**src/rtl/date_calendar_counter_if.sv**
```systemverilog
// Date counter bus: strobes and edit requests in,
// calendar state and carries out.
interface date_calendar_counter_if;
   logic       eod;
   logic       inc_d;
   logic       dec_d;
   logic       inc_m;
   logic       dec_m;
   logic       inc_y;
   logic       dec_y;
   logic [5:0] day;
   logic [3:0] month;
   logic [13:0] year;
   logic       leap;
   logic [5:0] dim;
   logic       c_month;
   logic       c_year;

   modport master (
      output eod, inc_d, dec_d,
      output inc_m, dec_m, inc_y, dec_y,
      input  day, month, year, leap, dim,
      input  c_month, c_year
   );

   modport slave (
      input  eod, inc_d, dec_d,
      input  inc_m, dec_m, inc_y, dec_y,
      output day, month, year, leap, dim,
      output c_month, c_year
   );
endinterface

```
**src/rtl/date_calendar_counter.sv**
```systemverilog
// Calendar date counter: day/month/year chain with
// Gregorian leap handling via running year residues.
module date_calendar_counter #(
   parameter int RESET_YEAR = 2000
) (
   input logic clk,
   input logic rst,
   date_calendar_counter_if.slave bus
);

   localparam logic [13:0] L_RST_Y   = 14'(RESET_YEAR);
   localparam logic [1:0]  L_RST_M4  = 2'(RESET_YEAR % 4);
   localparam logic [6:0]  L_RST_M100 = 7'(RESET_YEAR % 100);
   localparam logic [8:0]  L_RST_M400 = 9'(RESET_YEAR % 400);

   logic [5:0]  r_day;
   logic [3:0]  r_month;
   logic [13:0] r_year;
   logic [1:0]  r_m4;
   logic [6:0]  r_m100;
   logic [8:0]  r_m400;

   logic        w_leap;
   logic [5:0]  w_dim;
   logic        w_at_end;
   logic        w_clamp;
   logic        w_c_month;
   logic        w_c_year;
   logic        w_m_edit;
   logic        w_y_edit;
   logic        w_d_ok;
   logic        w_m_up;
   logic        w_m_dn;
   logic        w_y_up;
   logic        w_y_dn;
   logic [5:0]  w_day_nxt;

   // Leap flag from residues; 10000 is a multiple of
   // 400 so the 9999<->0 wrap keeps residues coherent.
   always_comb begin
      w_leap = (r_m4 == 2'd0) &&
               ((r_m100 != 7'd0) || (r_m400 == 9'd0));
   end

   // Days-in-month decoder; unknown months read as 31.
   always_comb begin
      case (r_month)
         4'd4, 4'd6, 4'd9, 4'd11: w_dim = 6'd30;
         4'd2:    w_dim = w_leap ? 6'd29 : 6'd28;
         default: w_dim = 6'd31;
      endcase
   end

   // Carry chain and per-field request qualification.
   always_comb begin
      w_at_end  = (r_day == w_dim);
      w_clamp   = (r_day > w_dim);
      w_c_month = bus.eod & w_at_end;
      w_c_year  = w_c_month & (r_month == 4'd12);
      w_m_edit  = ~w_c_month & (bus.inc_m ^ bus.dec_m);
      w_y_edit  = ~w_c_year & (bus.inc_y ^ bus.dec_y);
      // A same-cycle month/year edit leaves the day
      // alone so the clamp sees the new month length.
      w_d_ok    = ~w_m_edit & ~w_y_edit;
      w_m_up    = w_c_month |
                  (bus.inc_m & ~bus.dec_m);
      w_m_dn    = ~w_c_month &
                  bus.dec_m & ~bus.inc_m;
      w_y_up    = w_c_year |
                  (bus.inc_y & ~bus.dec_y);
      w_y_dn    = ~w_c_year &
                  bus.dec_y & ~bus.inc_y;
   end

   // Day next state: clamp, then auto, then manual.
   always_comb begin
      w_day_nxt = r_day;
      if (w_clamp) begin
         w_day_nxt = w_dim;
      end else if (bus.eod) begin
         w_day_nxt = w_at_end ? 6'd1 : r_day + 6'd1;
      end else if (w_d_ok & bus.inc_d & ~bus.dec_d) begin
         w_day_nxt = w_at_end ? 6'd1 : r_day + 6'd1;
      end else if (w_d_ok & bus.dec_d & ~bus.inc_d) begin
         w_day_nxt = (r_day <= 6'd1) ? w_dim
                                     : r_day - 6'd1;
      end
   end

   // Day register.
   always_ff @(posedge clk or posedge rst) begin
      if (rst) begin
         r_day <= 6'd1;
      end else begin
         r_day <= w_day_nxt;
      end
   end

   // Month register, wrapping 1..12.
   always_ff @(posedge clk or posedge rst) begin
      if (rst) begin
         r_month <= 4'd1;
      end else if (w_m_up) begin
         r_month <= (r_month >= 4'd12) ? 4'd1
                                      : r_month + 4'd1;
      end else if (w_m_dn) begin
         r_month <= (r_month <= 4'd1) ? 4'd12
                                     : r_month - 4'd1;
      end
   end

   // Year register, wrapping 0..9999.
   always_ff @(posedge clk or posedge rst) begin
      if (rst) begin
         r_year <= L_RST_Y;
      end else if (w_y_up) begin
         r_year <= (r_year >= 14'd9999) ? 14'd0
                                       : r_year + 14'd1;
      end else if (w_y_dn) begin
         r_year <= (r_year == 14'd0) ? 14'd9999
                                    : r_year - 14'd1;
      end
   end

   // Year residues mod 4/100/400 tracking the year.
   always_ff @(posedge clk or posedge rst) begin
      if (rst) begin
         r_m4   <= L_RST_M4;
         r_m100 <= L_RST_M100;
         r_m400 <= L_RST_M400;
      end else if (w_y_up) begin
         r_m4   <= r_m4 + 2'd1;
         r_m100 <= (r_m100 >= 7'd99) ? 7'd0
                                    : r_m100 + 7'd1;
         r_m400 <= (r_m400 >= 9'd399) ? 9'd0
                                     : r_m400 + 9'd1;
      end else if (w_y_dn) begin
         r_m4   <= r_m4 - 2'd1;
         r_m100 <= (r_m100 == 7'd0) ? 7'd99
                                   : r_m100 - 7'd1;
         r_m400 <= (r_m400 == 9'd0) ? 9'd399
                                   : r_m400 - 9'd1;
      end
   end

   assign bus.day     = r_day;
   assign bus.month   = r_month;
   assign bus.year    = r_year;
   assign bus.leap    = w_leap;
   assign bus.dim     = w_dim;
   assign bus.c_month = w_c_month;
   assign bus.c_year  = w_c_year;

endmodule

```
**src/flat_wrapper.sv**
```systemverilog
// flat-port wrapper written by rule: the top's interface ports become plain ports
module date_calendar_counter_flat 
#(
   parameter int RESET_YEAR = 2000
)
  (clk, rst, bus_eod, bus_inc_d, bus_dec_d, bus_inc_m, bus_dec_m, bus_inc_y, bus_dec_y, bus_day, bus_month, bus_year, bus_leap, bus_dim, bus_c_month, bus_c_year);
  date_calendar_counter_if bus_i ();
  input logic clk;
  input logic rst;
  input wire logic [$bits(bus_i.eod)-1:0] bus_eod;
  input wire logic [$bits(bus_i.inc_d)-1:0] bus_inc_d;
  input wire logic [$bits(bus_i.dec_d)-1:0] bus_dec_d;
  input wire logic [$bits(bus_i.inc_m)-1:0] bus_inc_m;
  input wire logic [$bits(bus_i.dec_m)-1:0] bus_dec_m;
  input wire logic [$bits(bus_i.inc_y)-1:0] bus_inc_y;
  input wire logic [$bits(bus_i.dec_y)-1:0] bus_dec_y;
  output wire logic [$bits(bus_i.day)-1:0] bus_day;
  output wire logic [$bits(bus_i.month)-1:0] bus_month;
  output wire logic [$bits(bus_i.year)-1:0] bus_year;
  output wire logic [$bits(bus_i.leap)-1:0] bus_leap;
  output wire logic [$bits(bus_i.dim)-1:0] bus_dim;
  output wire logic [$bits(bus_i.c_month)-1:0] bus_c_month;
  output wire logic [$bits(bus_i.c_year)-1:0] bus_c_year;
  assign bus_i.eod = bus_eod;
  assign bus_i.inc_d = bus_inc_d;
  assign bus_i.dec_d = bus_dec_d;
  assign bus_i.inc_m = bus_inc_m;
  assign bus_i.dec_m = bus_dec_m;
  assign bus_i.inc_y = bus_inc_y;
  assign bus_i.dec_y = bus_dec_y;
  assign bus_day = bus_i.day;
  assign bus_month = bus_i.month;
  assign bus_year = bus_i.year;
  assign bus_leap = bus_i.leap;
  assign bus_dim = bus_i.dim;
  assign bus_c_month = bus_i.c_month;
  assign bus_c_year = bus_i.c_year;
  date_calendar_counter #(.RESET_YEAR(RESET_YEAR)) u_core (.clk(clk), .rst(rst), .bus(bus_i));
endmodule
```
**config.mk**
```make
export PLATFORM = sky130hd
export DESIGN_NAME = date_calendar_counter_flat
export DESIGN_NICKNAME = d
export VERILOG_FILES = /design/src/rtl/date_calendar_counter_if.sv /design/src/rtl/date_calendar_counter.sv /design/src/flat_wrapper.sv
export SDC_FILE = /design/constraint.sdc
export NUM_CORES = 1
export LEC_CHECK = 0
export ABC_AREA = 0
export BUFFER_PORTS_ARGS = -buffer_cell sky130_fd_sc_hd__buf_4
export CORE_AREA = 2 2 115 117
export CTS_BUF_LIST = sky130_fd_sc_hd__clkbuf_8
export CTS_CLUSTER_DIAMETER = 40
export CTS_CLUSTER_SIZE = 8
export DETAILED_ROUTE_END_ITERATION = 12
export DIE_AREA = 0 0 117 119
export PLACE_DENSITY = 0.56
export SLEW_MARGIN = 10
export SYNTH_ARGS = -nofsm -noshare
export SYNTH_HDL_FRONTEND = slang
export SYNTH_SLANG_ARGS = --single-unit
export TNS_END_PERCENT = 30
```
**constraint.sdc**
```tcl
create_clock -name clk -period 3.4 [get_ports clk]
set_input_delay 0.34 -clock clk [delete_from_list [all_inputs] [get_ports clk]]
set_output_delay 0.34 -clock clk [all_outputs]
set_load 0.01 [all_outputs]
```
* Word-level counts from Yosys, hierarchy flattened *
Index checks and enable logic that the tools add are counted.

storage, ports and cells
  output and inout port bits = 33
  register bits = 42
  logic and storage cells = 98
  input bits = 9

cells by class
  $lt $le $gt $ge = 7
  reduce and logical (&&, ||, !) cells = 11
  eq/ne operators = 7
  add/sub/neg operators = 12
  bitwise operators = 29
  muxes and demuxes = 26

operators with widths
  cell                                                                    number
  14-bit 2-to-1 mux                                                       4
  6-bit 2-to-1 mux                                                        6
  9-bit 2-to-1 mux                                                        4
  7-bit 2-to-1 mux                                                        4
  4-bit 2-to-1 mux                                                        4
  1-bit AND                                                               15
  14-bit by 1-bit adder with 14-bit output (second input constant)        1
  14-bit >= comparator (second input constant)                            1
  14-bit zero test                                                        1
  14-bit by 1-bit subtractor with 14-bit output (second input constant)   1
  4-bit equality test (second input constant)                             3
  6-bit one-hot mux with 2 select lines                                   1
  1-bit inverter                                                          10
  9-bit by 1-bit adder with 9-bit output (second input constant)          1
  9-bit >= comparator (second input constant)                             1
  9-bit zero test                                                         1
  9-bit by 1-bit subtractor with 9-bit output (second input constant)     1
  4-bit by 3-bit equality test with 1-bit output (second input constant)  2
  7-bit by 1-bit adder with 7-bit output (second input constant)          1
  7-bit >= comparator (second input constant)                             1
  7-bit zero test                                                         1
  7-bit nonzero test                                                      1
  7-bit by 1-bit subtractor with 7-bit output (second input constant)     1
  6-bit by 1-bit adder with 6-bit output (second input constant)          1
  21 further kinds                                                        25

* Logic depth before layout (Yosys ltp) *
  depth in word-level cells = 18
  depth in mapped cells = 14
  gate-level depth less buffers = 12

* Least setup slack after synthesis *
OpenSTA, ideal clock, no wires.

  kind = register -> register
  start point = reg u_core.r_m100[0]
  end point = reg u_core.r_year[7] (netlist: u_core.bus.year[7])
  arrival time = 3.646 ns
  setup time = 0.081 ns
  period minus slack after synthesis = 3.727 ns
  path slack = -0.327 ns
  cell stages (with the launch flop) = 14
  required time = 3.319 ns
  path buffers = 1
  cells stage by stage = dfrtp_1 inv_1 ha_1 or3b_2 nor4_1 a211o_1 a31oi_1 ha_1 nand4b_1 o31a_2 or2_0 buf_2 or3_1 o211ai_1

on the way
  longest elaborated chain between the ends = 12
  elaborated cells between the ends (all ways) = 14
  classes of those cells = 1 x eq/ne; 3 x mux; 6 x bitwise; 4 x reduce/logical

ends and longest elaborated chain
  item                                       RTL line                      text
  start: declaration                         date_calendar_counter.sv:20   logic [6:0] r_m100;
  start signal: assignment                   date_calendar_counter.sv:133  r_m100 <= (r_m100 >= 7'd99) ? 7'd0
  start signal: assignment                   date_calendar_counter.sv:139  r_m100 <= (r_m100 == 7'd0) ? 7'd99
  7-bit nonzero test (*)                     date_calendar_counter.sv:42   ((r_m100 != 7'd0) || (r_m400 == 9'd0));
  1-bit logical OR (*)                       date_calendar_counter.sv:42
  1-bit logical AND (*)                      date_calendar_counter.sv:41   w_leap = (r_m4 == 2'd0) &&
  1-bit 2-to-1 mux (*)                       date_calendar_counter.sv:49   4'd2: w_dim = w_leap ? 6'd29 : 6'd28;
  6-bit one-hot mux with 2 select lines (*)  date_calendar_counter.sv:47   case (r_month)
  net bus_dim[0]                             flat_wrapper.sv:21            output wire logic [$bits(bus_i.dim)-1:0] bus_dim;
  6-bit equality test (*)                    date_calendar_counter.sv:56   w_at_end = (r_day == w_dim);
  1-bit AND (*)                              date_calendar_counter.sv:58   w_c_month = bus.eod & w_at_end;
  1-bit AND (*)                              date_calendar_counter.sv:59   w_c_year = w_c_month & (r_month == 4'd12);
  1-bit inverter                             date_calendar_counter.sv:71   w_y_dn = ~w_c_year &
  1-bit AND                                  date_calendar_counter.sv:71
  1-bit AND                                  date_calendar_counter.sv:72   bus.dec_y & ~bus.inc_y;
  2-bit nonzero test (no source line)        --
  end signal: assignment                     date_calendar_counter.sv:117  r_year <= (r_year >= 14'd9999) ? 14'd0
  end signal: assignment                     date_calendar_counter.sv:120  r_year <= (r_year == 14'd0) ? 14'd9999
  end: declaration                           date_calendar_counter.sv:18   logic [13:0] r_year;

The timed path passes the listed nets; every way through them passes the cells marked *.
A chain may end at the register's enable or synchronous reset.

* Worst setup path in the final report *
  start point = reg u_core.r_m100[1]
  end point = reg u_core.r_year[11] (netlist: u_core.bus.year[11])

on the way
  longest elaborated chain between the ends = 12
  elaborated cells between the ends (all ways) = 14
  classes of those cells = 1 x eq/ne; 3 x mux; 6 x bitwise; 4 x reduce/logical

ends and longest elaborated chain
  item                                       RTL line
  7-bit nonzero test (*)                     date_calendar_counter.sv:42
  1-bit logical OR (*)                       date_calendar_counter.sv:42
  1-bit logical AND (*)                      date_calendar_counter.sv:41
  1-bit 2-to-1 mux (*)                       date_calendar_counter.sv:49
  6-bit one-hot mux with 2 select lines (*)  date_calendar_counter.sv:47
  6-bit equality test (*)                    date_calendar_counter.sv:56
  1-bit AND (*)                              date_calendar_counter.sv:58
  1-bit AND (*)                              date_calendar_counter.sv:59
  1-bit inverter                             date_calendar_counter.sv:71
  1-bit AND                                  date_calendar_counter.sv:71
  1-bit AND                                  date_calendar_counter.sv:72
  2-bit nonzero test (no source line)        --

Every way passes the cells marked *; elsewhere a longest branch is shown, timed or not.

==> results.yml <==
clock_tree:
  cts.sinks: 42
  clk_latency_ns: 0.32
  cts_made_buffers: 5
  path_clk_slew_ns: 0.10
  clock_path_buffers: 2
  clock-root-buffer: "clkbuf_8"
  cts_tree: "yes"
  cts_max_level: 2
power:
  worst_ir_drop_vdd_mv: 0.3734
  p_leak_nw: 1.879
  p_per_area_nw_per_um2: 792.1
cells_and_area:
  final_util_pct: 35.24
  multi_input_area_um2: 2444
  syn_to_final_growth_pct: 21.47
  final_common_cell: "buf_4"
  n_fill_cell: 1327
  drive_gt1_share_pct: 24.90
  antennaDiodeCount: 0
  finalNonFillerCells: 690
  layout.nets: 540
  seqCellArea_um2: 1061
  final_cell_mix: "buf_4, dfrtp_1, nor2_1, nand2_1, inv_1"
worst_setup_path:
  critPathMaxFanout: 4
  start_kind: "flop"
  reg2reg_depth: 13
  rrSetupSlack_ns: 0.1
  cp_data_arrival_time_ns: 3.50
  cp.required_ns: 3.60
  critPathKind: "flop to flop"
  crit_start: "u_core.r_m100[1]"
  critical_path.endpoint_type: "flop"
  r2r-start: "u_core.r_m100[1]"
floorplan:
  die_h_um: 119
  core_area_um2: 12870
  start_util_pct: 29.01
  die-area_um2: 13920
  num_io_pins: 42
  fp.dieW_um: 117
  core.rowCount: 42
route:
  drc: 0
  first_pass_iters: 5
  routedWlPerCell_um: 15.29
  route.vias.total: 3835
  wl_mm: 10.55
  ant_nets: 0
  wl_met3_um: 459
  wl_met1_mm: 4.886
  wl_met2_mm: 5.038
  vias_per_cell: 5.558
  drtIter0Drc: 254
  dr.max_layer_used: "met4"
timing:
  worstMarginPinSlew_ns: 0.9025
  fin_skew_ns: 0.02250
  final-setup-viol-count: 0
  slew_violations: 0
  finalHoldViolations: 0
  period_share_pct: 97.13
  timing.slew.headroom_pct: 39.28
  timing.fmax_mhz: 302.8
  period_needed_ns: 3.302
synthesis:
  synth_compound_area_share_pct: 29.51
  synth_seq_area_share_pct: 28.41
  synth_top_area_share_pct: 22.78
  synthDistinctLibCells: 81
  synth_simple_gate_area_share_pct: 23.18
  synth_top_family_by_area: "compound AO/OA/AOI/OAI gates"
  ys_warn_count: 0
  muxShareOfSynthArea_pct: 1.407
  synth_xor_area_share_pct: 2.111
  yosys.area.top_type: "dfrtp_1"
  synthCells: 458
  synth_area_leaders: "dfrtp_1, ha_1, dfstp_2"
  synth_edf_count: 0
  synth_adder_area_share_pct: 6.030
  synth_area_um2: 3735
  syn_area_per_cell_um2: 8.155
  ys_seq_elements: 42
  yosys_most_used_dff: "dfrtp_1"
  ys_async_sr_fraction_pct: 100.0
placed_design:
  dp_hpwl_mm: 7.732
  gp_congestion: 0.9410
  port_buffers: 37
  dp.cells: 679
global_route:
  grt_use_total_pct: 15.39
  grt_max_degree: 43
  grt_pass1_vias: 3616
  grt_remaining_overflow: 0
  grt_first_pass_wirelength_mm: 17.63
  antenna_found_initial: 0
run:
  drv_cap: 0
outcome:
  status: "complete, no violations"
hold_path:
  min_path_type: "primary input to asynchronous set/reset pin"
-- logic make-up after synthesis --
logic type,count (synthesis)
xor gates and xnor gates,9
and+or+nand+nor,165
AOI/OAI and AO/OA,153
muxes,5
adders and majority gates,18
buffers and inverters,64
DFF,42
other,2
-- report_power, final --
part | leakage (nW) | internal (mW) | switching (mW)
Sequential | 0.507 | 0.739 | 0.434
Clock | 0.0472 | 0.164 | 0.199
Combinational | 1.33 | 1.00 | 1.06
Total | 1.88 | 1.90 | 1.69
-- registers in the layout (all words and copies together) (netlist names) --
name	cells
u_core.bus.year	14
u_core.r_m400	9
u_core.r_m100	7
u_core.bus.day	6
u_core.bus.month	4
u_core.r_m4	2
-- worst max-delay path, stage by stage, from the launching register on --
cell and delay (ns):
dfrtp_1 0.40, inv_2 0.08, ha_4 0.13, or3b_4 0.39, nor4_4 0.17, a211o_1 0.24, a31oi_4 0.12, ha_4 0.27
nand4b_1 0.22, o31ai_4 0.39, buf_6 0.16, nor2_2 0.05, a221o_1 0.34, a22o_1 0.24
-- final cells by class --
class	instances	share of cell area, %
multi-input cells	354	53.86
flip-flops and latches	42	23.39
repair buffers	79	13.24
well taps	176	4.854
inverters	31	2.565
clock buffers	6	1.820
clock inverters	2	0.2758
-- routing by layer --
layer | GRT usage (%) | vias to the layer above
met3 | 2.341 | 24
met1 | 20.72 | 1863
met2 | 25.40 | 117
met4 | 4.338 | 0
li1 | - | 1831
met5 | 0 | -
-- path summary, 6_finish.rpt --
| check | to |
|---|---|
| max | u_core.bus.year[11] |
| min | u_core.r_m100[2] |
| max reg2reg | u_core.bus.year[11] |
| min reg2reg | u_core.r_m4[1] |
| max in group asynchronous | u_core.bus.month[0] |
| min in group clk | u_core.bus.day[2] |
-- through the flow --
stage / setup slack, ns / power, mW / TNS [ns] / hold WS [ns] / area [um2]
final: 0.09760 / 3.594 / 0 / 0.1553 / 4537
after floorplan: -0.05606 / 2.507 / -0.08047 / 0.4429 / 3795
after detailed placement: -0.03311 / 3.136 / -0.03311 / 0.4655 / 4355
after global placement: 0.05335 / 3.100 / 0 / 0.4740 / 4355
after CTS: 0.02377 / 3.519 / 0 / 0.1906 / 4458
after global routing: -0.02723 / 3.904 / -0.05423 / 0.2194 / 4537
-- synth_stat cells, drive strengths merged (5+ instances only) --
master,n
o31ai,11
nand4,5
xnor2,6
inv,31
clkbuf,20
and3,10
o21ai,28
a31oi,10
nor2,35
ha,18
nand3,19
o211ai,5
buf,13
dfrtp,34
nor3,26
a221oi,8
a221o,5
nor4,12
a22oi,5
nand2b,8
a22o,5
nand2,30
a21oi,27
dfstp,8
-- repair_timing --
action                                  in CTS  in global routing
pin swaps                                    2                  6
buffers inserted                             0                  3
gates resized for setup                      2                  9
endpoints found under the setup margin       3                 30
hold buffers                                 0                  0
Note: power is estimated with default switching activity, not from simulation.
